$ cat src/rtl/clock_pkg.sv
// Shared encodings and field widths for the digital clock time-keeping logic.
package clock_pkg;

  typedef enum logic [1:0] {
    MODE_RUN     = 2'd0,
    MODE_SET_HR  = 2'd1,
    MODE_SET_MIN = 2'd2
  } mode_e;

  localparam int unsigned SEC_MAX = 60;
  localparam int unsigned MIN_MAX = 60;
  localparam int unsigned HR_W    = 5;
  localparam int unsigned MIN_W   = 6;
  localparam int unsigned SEC_W   = 6;
  localparam int unsigned IDLE_W  = 6;

endpackage

$ cat src/rtl/wrap_counter.sv
// Modulo-MOD up/down counter with synchronous clear and a combinational
// carry that flags the MOD-1 -> 0 increment so the next stage can chain
// in the same cycle.
module wrap_counter #(
  parameter int unsigned MOD = 60,
  parameter int unsigned W   = 6
) (
  input  logic         clk,
  input  logic         rst_n,
  input  logic         inc_i,
  input  logic         dec_i,
  input  logic         clr_i,
  output logic [W-1:0] value_o,
  output logic         carry_c_o
);

  localparam logic [W-1:0] TOP = W'(MOD - 1);

  logic [W-1:0] value_q, value_d;

  // Next value: clear wins, inc+dec together hold, otherwise wrap either way.
  always_comb begin
    value_d = value_q;
    if (clr_i) begin
      value_d = '0;
    end else if (inc_i && !dec_i) begin
      value_d = (value_q == TOP) ? '0 : value_q + W'(1);
    end else if (dec_i && !inc_i) begin
      value_d = (value_q == '0) ? TOP : value_q - W'(1);
    end
  end

  // Counter register.
  always_ff @(posedge clk or negedge rst_n) begin
    if (!rst_n) begin
      value_q <= '0;
    end else begin
      value_q <= value_d;
    end
  end

  assign carry_c_o = inc_i && !dec_i && !clr_i && (value_q == TOP);
  assign value_o   = value_q;

endmodule

$ cat src/rtl/clock_mode_controller.sv
// Time-keeping sequencer: owns HH:MM:SS, runs the RUN/SET_HR/SET_MIN mode
// FSM from debounced buttons, drives digit blanking and re-phases the
// seconds divider when set mode is left.
module clock_mode_controller
  import clock_pkg::*;
#(
  parameter int unsigned HOURS_MAX   = 24,
  parameter int unsigned SET_TIMEOUT = 30
) (
  input  logic             clk,
  input  logic             rst,
  input  logic             tick_1hz,
  input  logic             tick_blink,
  input  logic             btn_mode,
  input  logic             btn_up,
  input  logic             btn_down,
  output logic [HR_W-1:0]  hours,
  output logic [MIN_W-1:0] minutes,
  output logic [SEC_W-1:0] seconds,
  output logic [1:0]       mode,
  output logic             blink_hr,
  output logic             blink_min,
  output logic             div_clr
);

  mode_e mode_q, mode_d;

  logic              run_c, set_hr_c, set_min_c, in_set_c;
  logic              any_btn_c, adj_up_c, adj_dn_c;
  logic              exit_c, timeout_c;
  logic [IDLE_W-1:0] idle_q, idle_d;
  logic              blink_phase_q, blink_phase_d;
  logic              blink_hr_q, blink_min_q, div_clr_q;
  logic              sec_carry_c, min_carry_c, hr_carry_unused;

  assign run_c     = (mode_q == MODE_RUN);
  assign set_hr_c  = (mode_q == MODE_SET_HR);
  assign set_min_c = (mode_q == MODE_SET_MIN);
  assign in_set_c  = set_hr_c || set_min_c;
  assign any_btn_c = btn_mode || btn_up || btn_down;
  // btn_mode takes priority over adjustment in the same cycle.
  assign adj_up_c  = btn_up && !btn_mode;
  assign adj_dn_c  = btn_down && !btn_mode;

  // Mode state register.
  always_ff @(posedge clk or negedge rst) begin
    if (!rst) begin
      mode_q <= MODE_RUN;
    end else begin
      mode_q <= mode_d;
    end
  end

  // Mode next-state; exit_c marks the RUN exit that clears seconds/divider.
  always_comb begin
    mode_d = mode_q;
    exit_c = 1'b0;
    case (mode_q)
      MODE_RUN: begin
        if (btn_mode) begin
          mode_d = MODE_SET_HR;
        end
      end
      MODE_SET_HR: begin
        if (btn_mode) begin
          mode_d = MODE_SET_MIN;
        end else if (timeout_c) begin
          mode_d = MODE_RUN;
          exit_c = 1'b1;
        end
      end
      MODE_SET_MIN: begin
        if (btn_mode || timeout_c) begin
          mode_d = MODE_RUN;
          exit_c = 1'b1;
        end
      end
      default: begin
        mode_d = MODE_RUN;
      end
    endcase
  end

  // Idle seconds in a set state; timeout fires on the tick that reaches SET_TIMEOUT.
  always_comb begin
    idle_d    = '0;
    timeout_c = 1'b0;
    if (in_set_c && !any_btn_c) begin
      if (tick_1hz) begin
        if (idle_q == IDLE_W'(SET_TIMEOUT - 1)) begin
          timeout_c = 1'b1;
        end else begin
          idle_d = idle_q + IDLE_W'(1);
        end
      end else begin
        idle_d = idle_q;
      end
    end
  end

  // Blink phase: adjusting forces digits visible, otherwise toggle at blink rate.
  always_comb begin
    blink_phase_d = blink_phase_q;
    if (btn_up || btn_down) begin
      blink_phase_d = 1'b0;
    end else if (tick_blink) begin
      blink_phase_d = !blink_phase_q;
    end
  end

  // Idle, blink and divider-clear registers.
  always_ff @(posedge clk or negedge rst) begin
    if (!rst) begin
      idle_q        <= '0;
      blink_phase_q <= 1'b0;
      blink_hr_q    <= 1'b0;
      blink_min_q   <= 1'b0;
      div_clr_q     <= 1'b0;
    end else begin
      idle_q        <= idle_d;
      blink_phase_q <= blink_phase_d;
      blink_hr_q    <= (mode_d == MODE_SET_HR) && blink_phase_d;
      blink_min_q   <= (mode_d == MODE_SET_MIN) && blink_phase_d;
      div_clr_q     <= exit_c;
    end
  end

  wrap_counter #(
    .MOD (SEC_MAX),
    .W   (SEC_W)
  ) u_sec (
    .clk       (clk),
    .rst_n     (rst),
    .inc_i     (run_c && tick_1hz),
    .dec_i     (1'b0),
    .clr_i     (exit_c),
    .value_o   (seconds),
    .carry_c_o (sec_carry_c)
  );

  wrap_counter #(
    .MOD (MIN_MAX),
    .W   (MIN_W)
  ) u_min (
    .clk       (clk),
    .rst_n     (rst),
    .inc_i     ((run_c && sec_carry_c) || (set_min_c && adj_up_c)),
    .dec_i     (set_min_c && adj_dn_c),
    .clr_i     (1'b0),
    .value_o   (minutes),
    .carry_c_o (min_carry_c)
  );

  // Minute roll-over only reaches the hours while running, never while setting.
  wrap_counter #(
    .MOD (HOURS_MAX),
    .W   (HR_W)
  ) u_hr (
    .clk       (clk),
    .rst_n     (rst),
    .inc_i     ((run_c && min_carry_c) || (set_hr_c && adj_up_c)),
    .dec_i     (set_hr_c && adj_dn_c),
    .clr_i     (1'b0),
    .value_o   (hours),
    .carry_c_o (hr_carry_unused)
  );

  assign mode      = mode_q;
  assign blink_hr  = blink_hr_q;
  assign blink_min = blink_min_q;
  assign div_clr   = div_clr_q;

endmodule

$ cat config.mk
export PLATFORM = sky130hd
export DESIGN_NAME = clock_mode_controller
export DESIGN_NICKNAME = d
export VERILOG_FILES = /design/src/rtl/clock_pkg.sv /design/src/rtl/wrap_counter.sv /design/src/rtl/clock_mode_controller.sv
export SDC_FILE = /design/constraint.sdc
export NUM_CORES = 1
export LEC_CHECK = 0
export CORE_UTILIZATION = 40
export DETAILED_ROUTE_END_ITERATION = 8
export PLACE_DENSITY = 0.59
export SLEW_MARGIN = 20
export SYNTH_ARGS = -nofsm -noshare
export SYNTH_HDL_FRONTEND = slang
export SYNTH_HIERARCHICAL = 1
export SYNTH_SLANG_ARGS = --single-unit
$ cat constraint.sdc
create_clock -name clk -period 5.8 [get_ports clk]
set_clock_uncertainty 0.1 [all_clocks]
set_input_delay 1.74 -clock clk [delete_from_list [all_inputs] [get_ports clk]]
set_output_delay 1.74 -clock clk [all_outputs]
set_load 0.02 [all_outputs]
After elaboration in Yosys (flattened, before gate mapping)
Index checks and enable logic that the tools add are counted.
W data, S select, Z words.
{ "word_totals": {"regBits": 29, "word_cells": 92, "inputBits": 7, "output_inout_bits": 22} }
{ "op_classes": {"n_reduce_logical": 40, "addsub": 6, "n_mux": 28, "n_eq_ne": 9} }
{ "ops": {"columns": ["op", "n"], "rows": [
  ["$mux W6", 10],
  ["$mux W5", 4],
  ["$logic_and A1 B1 Y1", 19],
  ["$add A6 B1 Y6 const B", 3],
  ["$eq A6 B6 Y1 const B", 2],
  ["$logic_not A1 Y1", 8],
  ["$mux W1", 8],
  ["$mux W2", 4],
  ["$logic_or A1 B1 Y1", 7],
  ["$eq A6 B5 Y1 const B", 1],
  ["$logic_not A6 Y1", 1],
  ["$pmux W2 S3", 1],
  ["$reduce_bool A2 Y1", 3],
  ["$sub A6 B1 Y6 const B", 1],
  ["$add A5 B1 Y5 const B", 1],
  ["$eq A5 B5 Y1 const B", 1],
  ["$logic_not A5 Y1", 1],
  ["$sub A5 B1 Y5 const B", 1],
  ["$eq A2 B1 Y1 const B", 2],
  ["$eq A2 B2 Y1 const B", 2],
  ["$logic_not A2 Y1", 1],
  ["$ne A2 B2 Y1 const B", 1],
  ["$pmux W1 S2", 1]
]} }

Logic depth before layout (Yosys ltp)
{ "logic_depth": {"depth_word": 21, "mapped_depth": 17, "mapped_depth_nobuf": 14} }

Modules after synthesis
The synthesis kept the hierarchy.
{ "modules_own_cells": {"columns": ["module", "seq_area_each_um2", "cells_each", "instances", "area_per_inst_um2"], "rows": [
  ["wrap_counter at u_min ...", 150.1, 73, 2, 591.8],
  ["clock_mode_controller", 300.3, 72, 1, 765.7],
  ["wrap_counter at u_hr", 125.1, 45, 1, 409.1]
]} }

Least setup slack after synthesis
OpenSTA, ideal clock, no wires.
{ "synth_timing": {"kind": "input to register", "start": "input port btn_mode", "end": "register u_hr.value_q[0], in the netlist u_hr/value_o[0]", "stages": 16, "required_ns": 5.623, "path_slack_ns": 0.864, "arrival_time_ns": 4.758, "path_buffers": 4, "setup_ns": 0.077, "path_cell_list": "buf_6 -> or4b_4 -> buf_6 -> nor4_1 -> a21oi_1 -> nor2b_1 -> clkbuf_1 -> nor3_1 -> a22o_1 -> nand2b_1 -> nor3_1 -> a22o_1 -> clkbuf_1 -> and4b_2 -> a311o_1 -> a21oi_1"} }
{ "synth_between": {"elab_chain_cells": 20, "word_cells_on_any_way": 33, "cone_classes": "mux (6); reduce/logical (27)"} }
{ "synth_lines": {"columns": ["element", "line_no", "rtl"], "rows": [
  ["start: declaration", "clock_mode_controller.sv:14", "input logic btn_mode,"],
  ["$logic_or A1 B1 Y1 (2 in a row)", "clock_mode_controller.sv:40", "assign any_btn_c = btn_mode || btn_up || btn_down;"],
  ["$logic_not A1 Y1", "clock_mode_controller.sv:88", "if (in_set_c && !any_btn_c) begin"],
  ["$logic_and A1 B1 Y1", "clock_mode_controller.sv:88", null],
  ["$mux W1", "clock_mode_controller.sv:88", null],
  ["$mux W1 or $logic_or A1 B1 Y1 (tied branches)", "clock_mode_controller.sv:67, clock_mode_controller.sv:73", null],
  ["$mux W1 (on tied branches)", "clock_mode_controller.sv:65, clock_mode_controller.sv:73", null],
  ["$pmux W1 S2 (*)", "clock_mode_controller.sv:58", "case (mode_q)"],
  ["net exit_c", "clock_mode_controller.sv:30", "logic exit_c, timeout_c;"],
  ["[3 not listed]", null, null],
  ["net sec_carry_c", "clock_mode_controller.sv:34", "logic sec_carry_c, min_carry_c, hr_carry_unused;"],
  ["[1 not listed]", null, null],
  ["$logic_or A1 B1 Y1 (*)", "clock_mode_controller.sv:147", ".inc_i ((run_c && sec_carry_c) || (set_min_c && adj_up_c)),"],
  ["$logic_and A1 B1 Y1 (*) (2 in a row)", "wrap_counter.sv:42", "assign carry_c_o = inc_i && !dec_i && !clr_i && (value_q == TOP);"],
  ["net min_carry_c", "clock_mode_controller.sv:34", null],
  ["$logic_and A1 B1 Y1 (*)", "clock_mode_controller.sv:161", ".inc_i ((run_c && min_carry_c) || (set_hr_c && adj_up_c)),"],
  ["$logic_or A1 B1 Y1 (*)", "clock_mode_controller.sv:161", null],
  ["$logic_not A1 Y1", "wrap_counter.sv:28", "end else if (dec_i && !inc_i) begin"],
  ["$logic_and A1 B1 Y1", "wrap_counter.sv:28", null],
  ["$reduce_bool A2 Y1 (no source line)", null, null],
  ["end signal: assignment", "wrap_counter.sv:38", "value_q <= value_d;"],
  ["end: declaration", "wrap_counter.sv:19", "logic [W-1:0] value_q, value_d;"]
]} }
Mark *: on every way through the listed nets, which the timed path passes. The rest lies on a longest branch.
A chain may end at the register's enable or synchronous reset.

Final worst setup path
Ends and elaborated chain as after synthesis.

==> impl_metrics.toml <==
[cells_and_area]
final_nets = 313
diodes = 0
fin_area_um2 = 2790
syn2layout_area_growth_pct = 18.8
final_common_cell = "dfrtp_1"
drive_gt1_share_pct = 9.22
layout_common_cells = "dfrtp_1, clkdlybuf4s50_1, nor2_1"

[timing]
fmax_mhz = 199
min_period_over_period_pct = 86.8
setup_viol = 0
hold_viol = 0
final_max_slew_viol_count = 0
tns_ns = 0
rsz0062_at_grt = "no"
min_period_ns = 5.04

[cts]
h-tree-depth = 2
clk_pin_slew_ns = 0.07
cts_hold_buf = 0
clkSinkCount = 29
cts_tree = "yes"
post_cts_buffers = 0
clk_latency_ns = 0.28
cts_buffers = 5
cts_root_buffer = "clkbuf_8"
cts_resized = 0
clk_path_buf_depth = 2

[die]
ioPinCount = 29
die-width_um = 78.6
die_area_um2 = 6190
initial_core_util_pct = 42.2
dieHeight_um = 78.6
core_um2 = 5570
rows = 27

[outcome]
status = "finished, final reports clean"

[routing]
drt_iter0_markers = 76
drt-pass1-iter-count = 5
routed_wl_um = 5120
ant_nets = 0
num_vias = 2018
avgRoutedWirePerCell_um = 14.0
via_per_inst = 5.53
drc_errors = 0

[place]
placed_area_um2 = 2660
dpl.hpwl_um = 3620
gp_congestion = 0.785
port_buffers = 28

[grt]
grtUsageTotal_pct = 18.2
grt.overflow.total = 0
grt_max_degree = 30
use_met1_pct = 24.4
grt_pass1_vias = 1901
grt_use_met3_pct = 3.84
antenna_found_initial = 0
met2_usage_pct = 29.0
grt_busiest_layer = "met2"
grt_pass1_wl_um = 8940

[power_and_ir_drop]
ir_worst_vdd_v = 0.000277
seqPwrFrac_pct = 31.2
p_int_mw = 0.643
comb_power_share_pct = 45.3
clkPwrFrac_pct = 23.5
p_leak_nw = 1.09
p_per_area_nw_per_um2 = 383
power.switching_mw = 0.427
swShare_pct = 39.9

[min_path]
hold_path_depth = 2
worstHoldEndpoint = "blink_phase_q"
min_path_type = "flip-flop to flip-flop"
min_from = "blink_phase_q"

[critical_path]
reg2reg_depth = 14
rrSetupSlack_ns = 2.06
start_kind = "input pin"
max_stage_delay_ns = 0.65
critPathArrivalTime_ns = 5.14
worstPathRequired_ns = 5.91
reg2reg_from = "mode[0]"
endpoint_kind = "flip-flop"
cp_max_fo = 10
critPathKind = "input pin to flip-flop"
crit_slowest_cell = "or4b_4"
r2r-end = "u_hr/value_o[0]"
crit_chain = "clkdlybuf4s50_1 -> or4b_4 -> nor4_1 -> a21oi_1 -> nor2b_1 -> nor3_1 -> a22o_1 -> nand2b_1 -> nor3_1 -> a22o_1 -> and4b_2 -> a311o_1 -> a21oi_1"

[synthesis]
syn_inst = 262
synthesis.area_um2 = 2350
yosysWarnings = 6
avgSynthCellArea_um2 = 8.97

[flow_run]
max_cap_viol_count = 0
==> area by class of cell <==
class | count | area (um^2)
Sequential cell | 29 | 726
Multi-Input combinational cell | 213 | 1500
Inverter | 13 | 48.8
Tap cell | 72 | 90.1
Fill cell | 537 | 2780
Timing Repair Buffer | 30 | 295
Clock buffer | 5 | 68.8
Clock inverter | 3 | 65.1
==> flip-flops by register name, summed over array words and instances, names as in the netlist <==
| register | count |
|---|---|
| u_min/value_o | 6 |
| mode | 2 |
| blink_min | 1 |
| blink_phase_q | 1 |
| idle_q | 6 |
| blink_hr | 1 |
| div_clr | 1 |
| u_sec/value_o | 6 |
| u_hr/value_o | 5 |
==> how the worst max path moves through the flow <==
stage	from	to	slack (ns)	cells past startpoint
floorplan	btn_mode	u_hr/value_o[0]	0.86	16
global placement	btn_mode	u_hr/value_o[0]	0.63	13
detailed placement	btn_mode	u_hr/value_o[0]	0.47	13
CTS	btn_mode	u_hr/value_o[0]	0.76	13
global route	btn_mode	u_hr/value_o[0]	0.47	13
finish	btn_mode	u_hr/value_o[0]	0.76	13
==> stage by stage <==
| stage | util (%) | worst slack, ns | total power, mW | cells | hold WS [ns] |
|---|---|---|---|---|---|
| after floorplan | - | 0.864 | 0.675 | 270 | 0.409 |
| final | 50.1 | 0.765 | 1.07 | 365 | 0.439 |
| after global routing | 50.1 | 0.472 | 1.15 | 365 | 0.495 |
| after global placement | 47.7 | 0.632 | 0.817 | 357 | 0.436 |
| after detailed placement | 47.7 | 0.474 | 0.818 | 357 | 0.426 |
| after CTS | 50.1 | 0.757 | 1.08 | 365 | 0.444 |
==> power groups by stage <==
| stage | logic [mW] | clock network [mW] | registers [mW] |
|---|---|---|---|
| 3_5_place_dp | 0.482 | 0 | 0.337 |
| 2_1_floorplan | 0.328 | 0 | 0.347 |
| 5_1_grt | 0.535 | 0.268 | 0.346 |
| 6_report | 0.484 | 0.252 | 0.333 |
| 4_1_cts | 0.483 | 0.261 | 0.333 |
| 3_3_place_gp | 0.482 | 0 | 0.335 |
==> layer usage <==
layer	vias up	wire length (um)
met5	-	0
met4	0	53
met3	5	191
met2	39	2320
met1	952	2550
li1	1022	-
==> critical path: cells and delay by family <==
kind | cells | cell delay (ns)
AOI/OAI and AO/OA | 5 | 1.20
buffers and inverters | 1 | 0.56
and+or+nand+nor | 7 | 1.64
No activity file was read; power rests on OpenSTA's default activity.
